## src/rtl/grf_sb_pkg.sv

```systemverilog
// Shared CPU package: forwarding selects and register-scoreboard constants.
package grf_sb_pkg;

    typedef enum logic [1:0] {
        FWD_RF  = 2'd0,
        FWD_EX  = 2'd1,
        FWD_MEM = 2'd2,
        FWD_WB  = 2'd3
    } fwd_sel_e;

    localparam int               CNT_W    = 2;
    localparam logic [CNT_W-1:0] CNT_MAX  = 2'd3;
    localparam logic [63:0]      RST_DATA = 64'd0;

endpackage

```

## src/rtl/grf_sb_cnt.sv

```systemverilog
// Saturating outstanding-write counter for one register.
module grf_sb_cnt
    import grf_sb_pkg::*;
(
    input  logic             clk,
    input  logic             rst,
    input  logic             inc,
    input  logic             dec,
    output logic [CNT_W-1:0] cnt,
    output logic             ovf
);

    logic inc_only;
    logic dec_only;

    assign inc_only = inc && !dec;
    assign dec_only = dec && !inc;

    always_ff @(posedge clk or posedge rst) begin
        if (rst) begin
            cnt <= '0;
            ovf <= 1'b0;
        end else begin
            ovf <= inc_only && (cnt == CNT_MAX);
            if (inc_only && (cnt != CNT_MAX))
                cnt <= cnt + CNT_W'(1);
            else if (dec_only && (cnt != '0))
                cnt <= cnt - CNT_W'(1);
        end
    end

endmodule

```

## src/rtl/grf_sb.sv

```systemverilog
// General register file with per-register pending-write scoreboard,
// write-to-read bypass and optional hardwired zero register.
module grf_sb
    import grf_sb_pkg::*;
#(
    parameter  int DW       = 32,
    parameter  int NREG     = 32,
    parameter  int NRD      = 2,
    parameter  int ZERO_REG = 1,
    localparam int AW       = $clog2(NREG)
) (
    input  logic              clk,
    input  logic              rst,
    input  logic [NRD*AW-1:0] rd_addr,
    output logic [NRD*DW-1:0] rd_data,
    output logic [NRD-1:0]    rd_pend,
    input  logic              wr_en,
    input  logic [AW-1:0]     wr_addr,
    input  logic [DW-1:0]     wr_data,
    input  logic              alloc_en,
    input  logic [AW-1:0]     alloc_addr,
    output logic              alloc_ovf
);

    logic [DW-1:0]    regs [NREG];
    logic [CNT_W-1:0] cnt  [NREG];
    logic [NREG-1:0]  inc;
    logic [NREG-1:0]  dec;
    logic [NREG-1:0]  ovf;
    logic             wr_ok;

    function automatic logic is_zero(input logic [AW-1:0] a);
        return (ZERO_REG != 0) && (a == '0);
    endfunction

    assign wr_ok = wr_en && !is_zero(wr_addr);

    for (genvar g = 0; g < NREG; g++) begin : g_cnt
        assign inc[g] = alloc_en && (alloc_addr == AW'(g))
                        && !is_zero(AW'(g));
        assign dec[g] = wr_ok && (wr_addr == AW'(g));

        grf_sb_cnt u_cnt (
            .clk (clk),
            .rst (rst),
            .inc (inc[g]),
            .dec (dec[g]),
            .cnt (cnt[g]),
            .ovf (ovf[g])
        );
    end

    // Only one counter can see inc per cycle, so the OR is a single pulse.
    assign alloc_ovf = |ovf;

    always_ff @(posedge clk or posedge rst) begin
        if (rst) begin
            for (int i = 0; i < NREG; i++)
                regs[i] <= DW'(RST_DATA);
        end else if (wr_ok) begin
            regs[wr_addr] <= wr_data;
        end
    end

    always_comb begin
        rd_data = '0;
        rd_pend = '0;
        for (int k = 0; k < NRD; k++) begin
            logic [AW-1:0] ra;
            logic          byp;
            ra  = rd_addr[k*AW +: AW];
            byp = wr_ok && (wr_addr == ra);
            if (!is_zero(ra)) begin
                rd_data[k*DW +: DW] = byp ? wr_data : regs[ra];
                // A write landing this cycle retires the last outstanding one.
                rd_pend[k] = (cnt[ra] >= CNT_W'(2))
                             || ((cnt[ra] == CNT_W'(1)) && !byp);
            end
        end
    end

endmodule
```

## config.mk

```make
export PLATFORM = sky130hd
export DESIGN_NAME = grf_sb
export DESIGN_NICKNAME = d
export VERILOG_FILES = /design/src/rtl/grf_sb_pkg.sv /design/src/rtl/grf_sb_cnt.sv /design/src/rtl/grf_sb.sv
export SDC_FILE = /design/constraint.sdc
export NUM_CORES = 2
export LEC_CHECK = 0
export BUFFER_PORTS_ARGS = -buffer_cell sky130_fd_sc_hd__buf_2
export CAP_MARGIN = 40
export CORE_AREA = 3 3 337 339
export DETAILED_ROUTE_END_ITERATION = 6
export DIE_AREA = 0 0 340 342
export GPL_ROUTABILITY_DRIVEN = 0
export PLACE_DENSITY = 0.68
export SLEW_MARGIN = 25
export SYNTH_ARGS = -nofsm -noshare
export SYNTH_HDL_FRONTEND = slang
export SYNTH_SLANG_ARGS = --single-unit
```

## constraint.sdc

```tcl
create_clock -name clk -period 40.6 [get_ports clk]
set_clock_uncertainty 0.15 [all_clocks]
set_input_delay 4.06 -clock clk [delete_from_list [all_inputs] [get_ports clk]]
set_output_delay 4.06 -clock clk [all_outputs]
set_load 0.01 [all_outputs]
```

Word-level counts from Yosys, hierarchy flattened. Index checks and enable logic that the tools add are counted.

Register bits: 1119. Input bits: 56. Output and inout port bits: 67. Logic and storage cells: 737.

Add/sub/neg operators: 63. Order comparisons: 6. Eq/ne operators: 128. Muxes and demuxes: 83. Bitwise gates (word level): 3. Reduce and logical (&&, ||, !) cells: 359.

Operators with widths (number): $bwmux 1024 (1); $bmux 32 s5 (2); $mux 32 (9); $logic_and 1x1->1 (225); $demux 32 s5 (1); $eq 5x5->1 const B (32); $mux 2 (66); $reduce_bool 2->1 (63); $eq 5x4->1 const B (16); $logic_not 1->1 (65); $sub 2x1->2 const B (32); $add 2x1->2 const B (31); $eq 2x2->1 const B (31); $ne 2x2->1 const B (31); $eq 5x3->1 const B (8); $reduce_or 31->1 (1); $bmux 2 s5 (2); $eq 5x2->1 const B (4); $ge 6x6->1 const B (3); $not 5->6 (3); $logic_not 5->1 (3); $eq 5x1->1 const B (2); $eq 5x5->1 (2); $lt 6x1->1 const B (1); other kinds (4) (8).

Depth between registers and ports, before layout.
Word-level depth: 8. Mapped depth: 10. Mapped depth without buffers: 5.

Cells and area by module. From an unflattened synthesis, not the netlist that was laid out.

Cell total of the unflattened synthesis: 5033. Area total of the unflattened synthesis: 62032.0 um^2.

By module, submodules not included: grf_sb (instances 1, cells an instance 4585, area an instance 57227.4 um^2, seq. area each 25624.6 um^2); grf_sb_cnt (instances 32, cells an instance 14, area an instance 150.1 um^2, seq. area each 75.1 um^2).

Worst setup path before layout. OpenSTA, ideal clock, no wires.

Path kind: input -> output. Start point: in rd_addr[6]. End point: out rd_data[62]. Data arrival time: 5.879 ns. Data required time: 36.390 ns. Path slack: 30.511 ns. Stages on the path: 7. Path buffers: 3. Cell sequence: buf_2 buf_2 buf_2 mux4_2 mux4_2 a22oi_1 o21ai_1.

Word-level cells in the longest chain between the ends: 6. Elaborated cells on any way between the ends: 9. Those cells by class: 1 x eq/ne; 5 x mux; 1 x bitwise; 2 x reduce/logical.

Ends and longest elaborated chain: start, declared (RTL line grf_sb.sv:14) `input logic [NRD*AW-1:0] rd_addr,`; $not 5->6 (implied by the code) (RTL line grf_sb.sv:74) `rd_data[k*DW +: DW] = byp ? wr_data : regs[ra];`; $bmux 32 s5 (RTL line grf_sb.sv:74); $mux 32 (implied by the code) (2 in a row) (RTL line grf_sb.sv:74); $mux 32 (RTL line grf_sb.sv:74); $mux 32 (*) (RTL line grf_sb.sv:73) `if (!is_zero(ra)) begin`; end, declared (RTL line grf_sb.sv:15) `output logic [NRD*DW-1:0] rd_data,`.

Mark *: on every way between the ends. The rest lies on a longest branch, timed or not. The select of a mux whose other input is x is not followed.

Worst setup path in the final report.
Start point: in rd_addr[5]. End point: out rd_data[62].

Same word-level chain as after synthesis.

==> run_results.csv <==
group,metric,value,unit
routing,post_drt_wl_per_cell,31.64,um
sta,rsz0062_at_grt,"false",
clocking,tritoncts,"yes",
synthesis,async_reset_ff_frac,1.000,
clocking,clk_latency,0.71,ns
routing,firstDrtPassIters,5,
clocking,cts_sinks,1119,
sta,period_share,0.3000,
final_layout,regArea,28000,sq um
synthesis,netlist_instances,4572,
power,clockPowerShare,0.350,
floorplan,initial_core_util,0.5510,
worst_hold_path,hold_path_class,"reg -> reg",
synthesis,synth_edf_count,0,
sta,setup_viol,0,
sta,slew_headroom,0.3591,
setup_path,cp_max_fo,67,
global_routing,grt_usage,0.3320,
synthesis,synthesis.area,60970,sq um
power,pwr-share-seq,0.448,
synthesis,yosysMostFrequentCell,"dfrtp_1",
floorplan,core_area,110700,sq um
sta,clock.fmax,82.11,MHz
sta,final-hold-violation-count,0,
sta,slew_violations,0,
routing,ant_nets,0,
final_layout,post-route-util,0.6094,
routing,drt-total-wl,192200,um
placement,place_inst,5839,
floorplan,die_h,342,um
floorplan,die-area,116300,sq um
setup_path,critPathLaunchType,"input pin",
synthesis,synth.distinct_cells,78,
global_routing,grt_max_degree,165,
clocking,htree_levels,3,
setup_path,arrival,7.97,ns
final_layout,drive_above_1_share,0.4226,
synthesis,synth-seq-area-share,0.4592,
status,status,"complete, no violations",
synthesis,ys_ff_latch,1119,
power,intPower,2.383,mW
power,pwr-share-comb,0.202,
sta,period_needed,12.18,ns
placement,dpl.hpwl,112100,um
clocking,root_buffer,"clkbuf_16",
setup_path,end_kind,"primary output",
synthesis,avgSynthCellArea,13.34,sq um
clocking,clockBufferDepth,3,
global_routing,grt_overflow,0,
floorplan,io_pins,123,
global_routing,antenna_found_initial,15,
setup_path,r2r_slack,39.35,ns
final_layout,multi_input_area,30920,sq um
power,leakage,29.64,nW
synthesis,ys_top_cells_by_count,"dfrtp_1 (1119), mux2_2 (869), nand2_1 (629)",
routing,routed_via_density,6.899,
run,maxCapViolations,0,
clocking,clkTransAtPathRegs,0.06,ns
power,power.density,48.86,nW/um^2
floorplan,rows,122,
sta,fin_tns_setup,0,ns
power,p_sw,0.9114,mW
power,power_switching_share,0.2766,
setup_path,path_class,"in -> out",
synthesis,synth-main-ff-cell,"dfrtp_1",
clocking,ctsHoldBuffers,0,
final_layout,fin_cells,6074,
clocking,cts_setup_buffers,0,
routing,drc,0,
setup_path,required,36.39,ns
final_layout,synthToLayoutAreaGrowth,10.60,%
sta,holdWs,0.2446,ns
synthesis,ys_warn_count,0,
sta,worst_slew_pin_slew,0.9613,ns
synthesis,syn_nets,4628,
synthesis,synth.top_cell.area_share,0.4592,
synthesis,yosys-top-cells-area,"dfrtp_1 (46%), mux4_2 (20%), mux2_2 (16%), nand2_1 (3.9%), mux2i_1 (2.2%)",
routing,vias,41907,
final_layout,n_fill_cell,8440,
synthesis,synth_top_cell_by_area,"dfrtp_1",
final_layout,nNetsFinal,4533,
clocking,cts-resized-gates,0,
power,ir_worst_vdd,0.00003343,V
global_routing,grt_pass1_wl,285400,um
floorplan,fp.dieW,340,um
placement,port_buffers,122,
clocking,numCtsBuffers,117,
routing,drtIter0Drc,4586,
global_routing,grt_pass1_vias,42015,
## cells by family after synthesis
| family | share of synthesized area |
|---|---|
| multiplexers | 0.3900 |
| AND/OR/NAND/NOR | 0.06687 |
| flip-flops | 0.4592 |
| XOR/XNOR | 0.001436 |
| AO/OA/AOI/OAI | 0.04395 |
| buffers and inverters | 0.03852 |
## critical path, stage by stage
cell and delay (ns):
buf_8 0.53, buf_4 0.72, buf_4 0.51, buf_16 0.30
mux4_2 0.53, mux4_2 0.47, a22oi_1 0.22, o21ai_1 0.24
buf_2 0.25
## path summary, 6_finish.rpt
kind	start	endpoint	cells past startpoint
worst max-delay path	rd_addr[5]	rd_data[62]	9
min in group asynchronous	rst	regs[711]$_DFFE_PP0P_	2
worst max register to register	g_cnt[15].u_cnt.cnt[1]$_DFFE_PP0P_	g_cnt[15].u_cnt.cnt[0]$_DFFE_PP0P_	2
worst min register to register	regs[1006]$_DFFE_PP0P_	regs[1006]$_DFFE_PP0P_	0
max in group asynchronous	rst	regs[666]$_DFFE_PP0P_	8
worst min-delay path	regs[1006]$_DFFE_PP0P_	regs[1006]$_DFFE_PP0P_	0
## placed cells by master (no fill, tap or decap), types with 8 or more instances in the layout
master      synthesis  routed
a211oi_1           12      12
a21oi_1           126     126
a221o_1             8       8
a221oi_1           43      43
a22oi_1            13      13
a32oi_1            17      17
and2_1             15      15
and3_1             37      36
buf_12              0      20
buf_16              0      24
buf_2             116     115
buf_4              38      79
bufinv_16           0      15
clkbuf_1          264      14
clkbuf_16           0     120
clkbuf_8            0      24
clkinv_2            0      28
clkinvlp_4          0      10
dfrtp_1          1119    1119
diode_2             0      12
inv_1              45      42
mux2_1             18      18
mux2_2            869     869
mux2i_1           135     135
mux4_2            550     550
nand2_1           629     613
nand2_4             0      12
nand2b_1           13      13
nand3_1            34      33
nand3b_1            8       8
nor2_1            142     123
nor2_4              0      19
nor3_1             14      13
o211ai_1           23      23
o21ai_0            59      59
o21ai_1            25      25
o221ai_1           23      23
or2_2              14      14
## area by class of cell
type                       instances  area share
clock inverter                    58     0.01080
tap                             1488     0.02761
timing repair buffer             245     0.03445
antenna                           12   0.0004453
inverter                          47    0.002802
clock buffer                     158     0.05021
multi-input combinational       2947      0.4584
sequential                      1119      0.4152
## registers in the layout (all words and copies together), names as in the netlist
signal and count:
regs 1024, g_cnt.u_cnt.cnt 64, g_cnt.u_cnt.ovf 31
## routing by layer
metal,GRT usage,vias up,share of wire
met2,0.5166,2199,0.46
met1,0.4556,22263,0.39
met4,0.1479,4,0.049
li1,-,16937,-
met5,0,-,0.00014
met3,0.06870,504,0.092
## power groups by stage
stage / registers [mW] / logic (mW) / clock network (mW)
after global placement: 1.48 / 0.639 / 0
final: 1.48 / 0.666 / 1.15
after floorplan: 1.44 / 0.525 / 0
after global routing: 1.50 / 0.716 / 1.21
after detailed placement: 1.49 / 0.662 / 0
after CTS: 1.47 / 0.665 / 1.16
## through the flow
step | total power, mW | area [sq um] | setup slack [ns]
floorplan | 1.963 | 60970 | 4.880
finish | 3.295 | 67440 | 28.42
detailed placement | 2.150 | 63120 | 28.32
CTS | 3.296 | 67240 | 28.32
global route | 3.425 | 67420 | 28.14
global placement | 2.114 | 62230 | 28.03
Power figures use the tool's default switching activity.
